`config.mk`:
```
export PLATFORM = sky130hd
export DESIGN_NAME = rd_wb_ctrl
export DESIGN_NICKNAME = d
export VERILOG_FILES = /design/src/rtl/rd_wb_ctrl_pkg.sv /design/src/rtl/rd_wb_ctrl_timer.sv /design/src/rtl/rd_wb_ctrl.sv
export SDC_FILE = /design/constraint.sdc
export NUM_CORES = 1
export LEC_CHECK = 0
export ABC_AREA = 1
export CAP_MARGIN = 30
export CELL_PAD_IN_SITES_DETAIL_PLACEMENT = 1
export CELL_PAD_IN_SITES_GLOBAL_PLACEMENT = 2
export CORE_ASPECT_RATIO = 0.7
export CORE_UTILIZATION = 20
export CTS_CLUSTER_SIZE = 14
export DETAILED_ROUTE_END_ITERATION = 10
export GPL_TIMING_DRIVEN = 1
export PLACE_DENSITY = 0.83
export SLEW_MARGIN = 20
export SYNTH_ARGS = -nofsm -noshare
export SYNTH_HDL_FRONTEND = slang
export SYNTH_SLANG_ARGS = --single-unit
export TNS_END_PERCENT = 10
```
`constraint.sdc`:
```
create_clock -name clk -period 1.07 [get_ports clk]
set_input_delay 0.214 -clock clk [delete_from_list [all_inputs] [get_ports clk]]
set_output_delay 0.214 -clock clk [all_outputs]
set_load 0.02 [all_outputs]
```
`src/rtl/rd_wb_ctrl_pkg.sv`:
```
// Shared types for the register writeback controller: writeback source
// select, controller states and a small decode helper.
package rdPkg;

  localparam int REG_ADDR_W = 5;

  typedef enum logic [1:0] {
    RD_IMM  = 2'd0,
    RD_PCP4 = 2'd1,
    RD_ALU  = 2'd2,
    RD_MEM  = 2'd3
  } rd_sel;

  typedef enum logic [1:0] {
    IDLE      = 2'd0,
    LOAD_WAIT = 2'd1,
    ERR       = 2'd2
  } wb_state;

  // A writeback from memory needs the load handshake instead of a direct write
  function automatic logic is_load(input rd_sel kind);
    return kind == RD_MEM;
  endfunction

endpackage

```
`src/rtl/rd_wb_ctrl_timer.sv`:
```
// Saturating wait counter for outstanding loads. 'expired' flags the cycle
// whose increment brings the count up to LIMIT, so the caller can leave the
// wait state after exactly LIMIT counted cycles.
module wb_timer #(
  parameter int LIMIT = 15
) (
  input  logic clk,
  input  logic rst,
  input  logic clr,
  input  logic en,
  output logic expired
);

  localparam int W = (LIMIT < 1) ? 1 : $clog2(LIMIT + 1);
  localparam logic [W-1:0] TOP  = W'(LIMIT);
  localparam logic [W-1:0] LAST = W'(LIMIT - 1);

  logic [W-1:0] count;

  // Count enabled cycles, holding at LIMIT so the value never wraps
  always_ff @(posedge clk) begin
    if (rst || clr) begin
      count <= '0;
    end else if (en && count != TOP) begin
      count <= count + 1'b1;
    end
  end

  // The current enabled cycle is the one that reaches LIMIT
  always_comb begin
    expired = en && (count == LAST);
  end

endmodule

```
`src/rtl/rd_wb_ctrl.sv`:
```
// Register writeback controller: direct writes for immediate/PC+4/ALU
// results, a stalled request/acknowledge handshake for loads, and a
// timeout that abandons a load the memory never answers.
module rd_wb_ctrl #(
  parameter int MEM_TIMEOUT = 15
) (
  input  logic        clk,
  input  logic        rst,
  input  logic        instr_valid,
  input  rdPkg::rd_sel wb_kind,
  input  logic [4:0]  rd_addr,
  input  logic        mem_ack,
  output rdPkg::rd_sel rd_sel,
  output logic        rd_we,
  output logic [4:0]  rd_waddr,
  output logic        mem_req,
  output logic        stall,
  output logic        timeout_err
);

  rdPkg::wb_state state;
  logic [4:0]     load_addr;
  logic           timer_clr;
  logic           timer_en;
  logic           timer_expired;

  // The wait counter only runs while a load is outstanding and unanswered;
  // it is held at zero whenever the controller is idle
  always_comb begin
    timer_clr = (state == rdPkg::IDLE);
    timer_en  = (state == rdPkg::LOAD_WAIT) && !mem_ack;
  end

  wb_timer #(
    .LIMIT(MEM_TIMEOUT)
  ) u_timer (
    .clk    (clk),
    .rst    (rst),
    .clr    (timer_clr),
    .en     (timer_en),
    .expired(timer_expired)
  );

  // State sequencing; an ack beats a simultaneous timeout, and new
  // requests are only accepted from IDLE
  always_ff @(posedge clk) begin
    if (rst) begin
      state     <= rdPkg::IDLE;
      load_addr <= '0;
    end else begin
      case (state)
        rdPkg::IDLE: begin
          if (instr_valid && rdPkg::is_load(wb_kind)) begin
            load_addr <= rd_addr;
            state     <= rdPkg::LOAD_WAIT;
          end
        end
        rdPkg::LOAD_WAIT: begin
          if (mem_ack) begin
            state <= rdPkg::IDLE;
          end else if (timer_expired) begin
            state <= rdPkg::ERR;
          end
        end
        rdPkg::ERR: begin
          state <= rdPkg::IDLE;
        end
        default: begin
          state <= rdPkg::IDLE;
        end
      endcase
    end
  end

  // Output decode; reset overrides everything, and writes to x0 are dropped
  always_comb begin
    rd_sel      = rdPkg::RD_ALU;
    rd_we       = 1'b0;
    rd_waddr    = '0;
    mem_req     = 1'b0;
    stall       = 1'b0;
    timeout_err = 1'b0;
    if (!rst) begin
      case (state)
        rdPkg::IDLE: begin
          if (instr_valid) begin
            if (rdPkg::is_load(wb_kind)) begin
              rd_sel  = rdPkg::RD_MEM;
              mem_req = 1'b1;
              stall   = 1'b1;
            end else begin
              rd_sel   = wb_kind;
              rd_waddr = rd_addr;
              rd_we    = (rd_addr != '0);
            end
          end
        end
        rdPkg::LOAD_WAIT: begin
          rd_sel   = rdPkg::RD_MEM;
          rd_waddr = load_addr;
          if (mem_ack) begin
            rd_we = (load_addr != '0);
          end else begin
            mem_req = 1'b1;
            stall   = 1'b1;
          end
        end
        rdPkg::ERR: begin
          timeout_err = 1'b1;
        end
        default: begin
          rd_sel = rdPkg::RD_ALU;
        end
      endcase
    end
  end

endmodule
```
# Yosys cells after proc, flatten, opt, wreduce, memory -nomap -nowiden
# Index checks and enable logic that the tools add are counted.
# totals
in_bits	11
latch_bits	0
reg_bits	11
ram_bits	0
mem_bits_ro	0
memories	0
# op_classes
n_mux	24
add_sub_neg	1
div_mod_pow	0
n_shift	0
n_mul	0
order_cmp	0
n_eq_ne	7
n_bitwise	0
n_reduce_logical	11
# ops
op	n
$mux W5	3
$mux W2	6
$mux W1	10
$pmux W5 S2	1
$reduce_bool A5 Y1	2
$pmux W2 S2	2
$add A4 B1 Y4 const B	1
$eq A2 B2 Y1 const B	2
$eq A4 B4 Y1 const B	1
$logic_and A1 B1 Y1	4
$ne A4 B4 Y1 const B	1
$pmux W1 S2	2
$reduce_and A2 Y1	2
$ne A3 B3 Y1 const B	1
$eq A2 B1 Y1 const B	1
$logic_not A2 Y1	1
$ne A2 B2 Y1 const B	1
$logic_not A1 Y1	1
$logic_or A1 B1 Y1	1

# Longest topological paths before layout
# logic_depth
ltp_word	6
ltp_mapped	7
mapped_depth_nobuf	7

# Hierarchy
# From an unflattened synthesis, not the netlist that was laid out.
# hier_totals
cells_unflattened	105
hier_area_um2	728.2
# modules_own_cells
module	area_each_um2	instances	cells_per_inst	seq_area_each_um2
rd_wb_ctrl	478.0	1	71	140.1
wb_timer	250.2	1	34	80.1

# Worst setup path after synthesis
# Ideal clock, no wire load.
# synth_path
kind	reg2out
startpoint	register state[0]
endpoint	output stall
path_buffers	1
slack_ps	-433
required_ps	856
path_stages_with_launch	6
t_arrival_ps	1289
path_cell_list	dfxtp_1 inv_2 nor2_4 nand2_4 a21oi_1 buf_4
# synth_between
elab_chain_cells	3
# synth_lines
item	line	rtl
from (decl)	rd_wb_ctrl.sv:21	rdPkg::wb_state state;
from (signal assigned)	rd_wb_ctrl.sv:48	state <= rdPkg::IDLE;
from (signal assigned)	rd_wb_ctrl.sv:55	state <= rdPkg::LOAD_WAIT;
from (signal assigned)	rd_wb_ctrl.sv:60	state <= rdPkg::IDLE;
$eq A2 B1 Y1 / $logic_not A2 Y1 (equally long branches)	n/a	
$pmux W1 S2 (*)	n/a	
$mux W1 (*)	n/a	
to (decl)	rd_wb_ctrl.sv:17	output logic stall,
# Every way passes the cells marked *; elsewhere a longest branch is shown, timed or not.

# Worst setup path in the final report
# layout_path
startpoint	register state[1]
endpoint	output rd_waddr[3]
# layout_between
elab_chain_cells	3
# layout_lines
item	line	rtl
$eq A2 B1 Y1 / $logic_not A2 Y1 (equally long branches)	rd_wb_ctrl.sv:84	case (state)
$pmux W5 S2 (*)	rd_wb_ctrl.sv:84	
$mux W5 (*)	rd_wb_ctrl.sv:83	if (!rst) begin
to (decl)	rd_wb_ctrl.sv:15	output logic [4:0] rd_waddr,
# Marked as above.

==> flow_summary_export.csv <==
group,metric,value,unit
synthesis,synth.area.mux_share,0,%
sta,max-slew-margin-rel,81.70,%
synthesis,synth_edf_count,0,
final_layout,finish.net_count,169,
pwr,switching_share,30.35,%
pwr,p_switching,0.3546,mW
final_layout,fin_area,1291,um2
floorplanning,die-width,72.56,um
clock_network,cts_tree,"built",
critical_path,rr_worst_depth,8,
pwr,finalPower,1.168,mW
sta,fin_crit,1.636,ns
critical_path,crit_required,0.86,ns
global_route,grt_pass1_vias,913,
floorplanning,num_io_pins,22,
synthesis,synth_compound_area_share,13.46,%
global_route,grtUsageTotal,15.33,%
global_route,grt-ovfl-total,0,
global_route,grt_pass1_wl,4174,um
critical_path,critPathLaunchType,"flip-flop",
synthesis,netlist_instances,111,
final_layout,layout_common_cells,"26 x buf_4, 22 x nand2_1, 18 x nor2_1",
pwr,ir_worst_vdd,378.5,uV
synthesis,postSynthNetCount,124,
clock_network,htreeDepth,1,
clock_network,insertion_delay,0.25,ns
placed_design,preCtsSetupSlack,-1.039,ns
synthesis,synth_simple_gate_area_share,42.73,%
sta,fin_skew,0.004493,ns
synthesis,yosys.area.top_type,"dfxtp_1",
synthesis,synth.cell_area,696.9,um2
synthesis,ys_seq_area_share,31.60,%
floorplanning,die_h,51.39,um
critical_path,critPathMaxFanout,6,
synthesis,synth_seq_cells,11,
critical_path,worst-setup-path-type,"flip-flop to output port",
synthesis,syn_avg_cell_area,6.279,um2
placed_design,detailed_place_hpwl,2145,um
synthesis,synth_flop_cell,"dfxtp_1",
final_layout,final_util,39.94,%
final_layout,final_common_cell,"buf_4",
sta,rsz0062_at_grt,"true",
hold_path,hp-class,"input pin to flip-flop",
pwr,p_seq_share,36.7,%
synthesis,synthTopCellsByArea,"dfxtp_1 32%, nand2_1 16%, nor2_1 10%, a21oi_1 7.9%, inv_1 6.5%",
detailed_routing,routedWlPerCell,12.88,um
sta,hold_viol_final,0,
pwr,p_leak,0.5240,nW
floorplanning,core,3233,um2
clock_network,cts.clk_slew.worst_paths,0.06,ns
global_route,antenna_found_initial,0,
hold_path,min_delay_path_depth,2,
synthesis,netlist.area_leader.share,31.60,%
final_layout,drive_above_1_share,43.23,%
pwr,p_int,0.8136,mW
global_route,grt_max_degree,8,
status,status,"finished, violations left",
detailed_routing,dr.pass1.iters,3,
status,failed_checks,"setup timing",
placed_design,io_buffers,21,
detailed_routing,vias,860,
sta,setup_violations,21,
synthesis,synth_fa_ha_area_share,3.591,%
detailed_routing,viasPerCell,4.257,
sta,slew_viol_final,0,
final_layout,syn_to_final_growth,85.28,%
floorplanning,floorplan.initialDensity,21.56,%
run,maxCapViolCount,0,
sta,post-route-period-util,152.9,%
synthesis,synth_xor_area_share,0,%
clock_network,cts_setup_buffers,0,
detailed_routing,final_antenna_net_count,0,
pwr,clkPwrFrac,39.2,%
detailed_routing,wl,2602,um
critical_path,critPathCaptureType,"output port",
sta,timing.final.ws_setup,-0.5664,ns
clock_network,cts_root_buf,"clkbuf_8",
critical_path,critPathArrivalTime,1.42,ns
synthesis,synth_top_family_by_area,"simple AND/OR/NAND/NOR gates",
final_layout,antennaDiodeCount,0,
pwr,powerDensity,904.7,nW/um2
synthesis,yosys_warnings,0,
sta,worstMarginPinSlew,0.2726,ns
clock_network,postCtsHoldBufs,0,
clock_network,clock-sinks,11,
synthesis,synth_cell_type_count,19,
clock_network,cts_buffer_depth,2,
placed_design,place_area,1211,um2
floorplanning,die_area,3729,um2
detailed_routing,drtIter0Drc,21,
floorplanning,row_count,17,
detailed_routing,drc,0,
clock_network,cts_inserted_buffers,3,
pwr,combPwrFrac,24.2,%
synthesis,async_flop_share,0,%
placed_design,place.gp.congestion,0.8272,
sta,fmax,611.1,MHz
per-layer routing:
layer / part of all wire [%] / global-route usage [%]
met5: 0 / 0
met2: 47 / 25.55
met4: 1.9 / 7.843
met1: 48 / 18.86
met3: 3.0 / 2.959
cells by family (layout without fill, tap and decap cells):
family | after synthesis | in the layout
AOI/OAI and AO/OA | 18 | 18
and+or+nand+nor | 65 | 65
DFF | 11 | 11
adders and majority gates | 2 | 2
buffers and inverters | 15 | 59
critical path, stage by stage (launching register included):
cell and delay [ns]:
dfxtp_2 0.36, nor2_4 0.12, nand2_2 0.08, nor2_4 0.21, nand2_2 0.12, a21oi_4 0.15
buf_6 0.13
area by class of cell:
cell class,count,area [um2]
Fill cell,410,1942
Multi-Input combinational cell,85,554.3
Timing Repair Buffer,42,354.1
Sequential cell,11,225.2
Tap cell,47,58.81
Inverter,13,53.80
Clock buffer,4,45.04
state kept, by name (all words and copies together) (netlist names):
signal / count
state: 2
u_timer.count: 4
load_addr: 5
per-stage QoR:
| stage | cells | hold slack [ns] | TNS (ns) |
|---|---|---|---|
| after floorplan | 111 | 0.3759 | -1.165 |
| after global routing | 202 | 0.4367 | -7.142 |
| after CTS | 202 | 0.4098 | -6.293 |
| after global placement | 198 | 0.4994 | -14.15 |
| after detailed placement | 198 | 0.4968 | -14.63 |
| final | 202 | 0.4177 | -5.804 |
Yosys cell counts (2+ instances only):
library cell and instances:
a21oi_1 11, dfxtp_1 11, ha_1 2, inv_1 12, nand2_1 30, nand3_1 6
nor2_1 19, nor2_4 3, nor3_1 2, o21ai_0 6
path summary, 6_finish.rpt:
kind	endpoint	slack (ns)	startpoint
max reg2reg	u_timer.count[1]$_SDFFE_PP0P_	-0.15	state[0]$_SDFFE_PP0P_
min reg2reg	load_addr[2]$_SDFFE_PP0N_	0.51	load_addr[2]$_SDFFE_PP0N_
min	state[0]$_SDFFE_PP0P_	0.42	rst
max	rd_waddr[3]	-0.57	state[1]$_SDFFE_PP0P_
power by group through the flow:
stage	Clock, mW	Combinational [mW]	Sequential [mW]
6_report	0.457	0.282	0.428
5_1_grt	0.478	0.304	0.430
4_1_cts	0.469	0.280	0.428
3_5_place_dp	0	0.269	0.439
3_3_place_gp	0	0.261	0.437
2_1_floorplan	0	0.130	0.438
timing repair:
action,CTS,global route
pin swaps,5,2
endpoints found under the setup margin,22,22
gates resized for setup,79,6
Note: power is estimated with default switching activity, not from simulation.
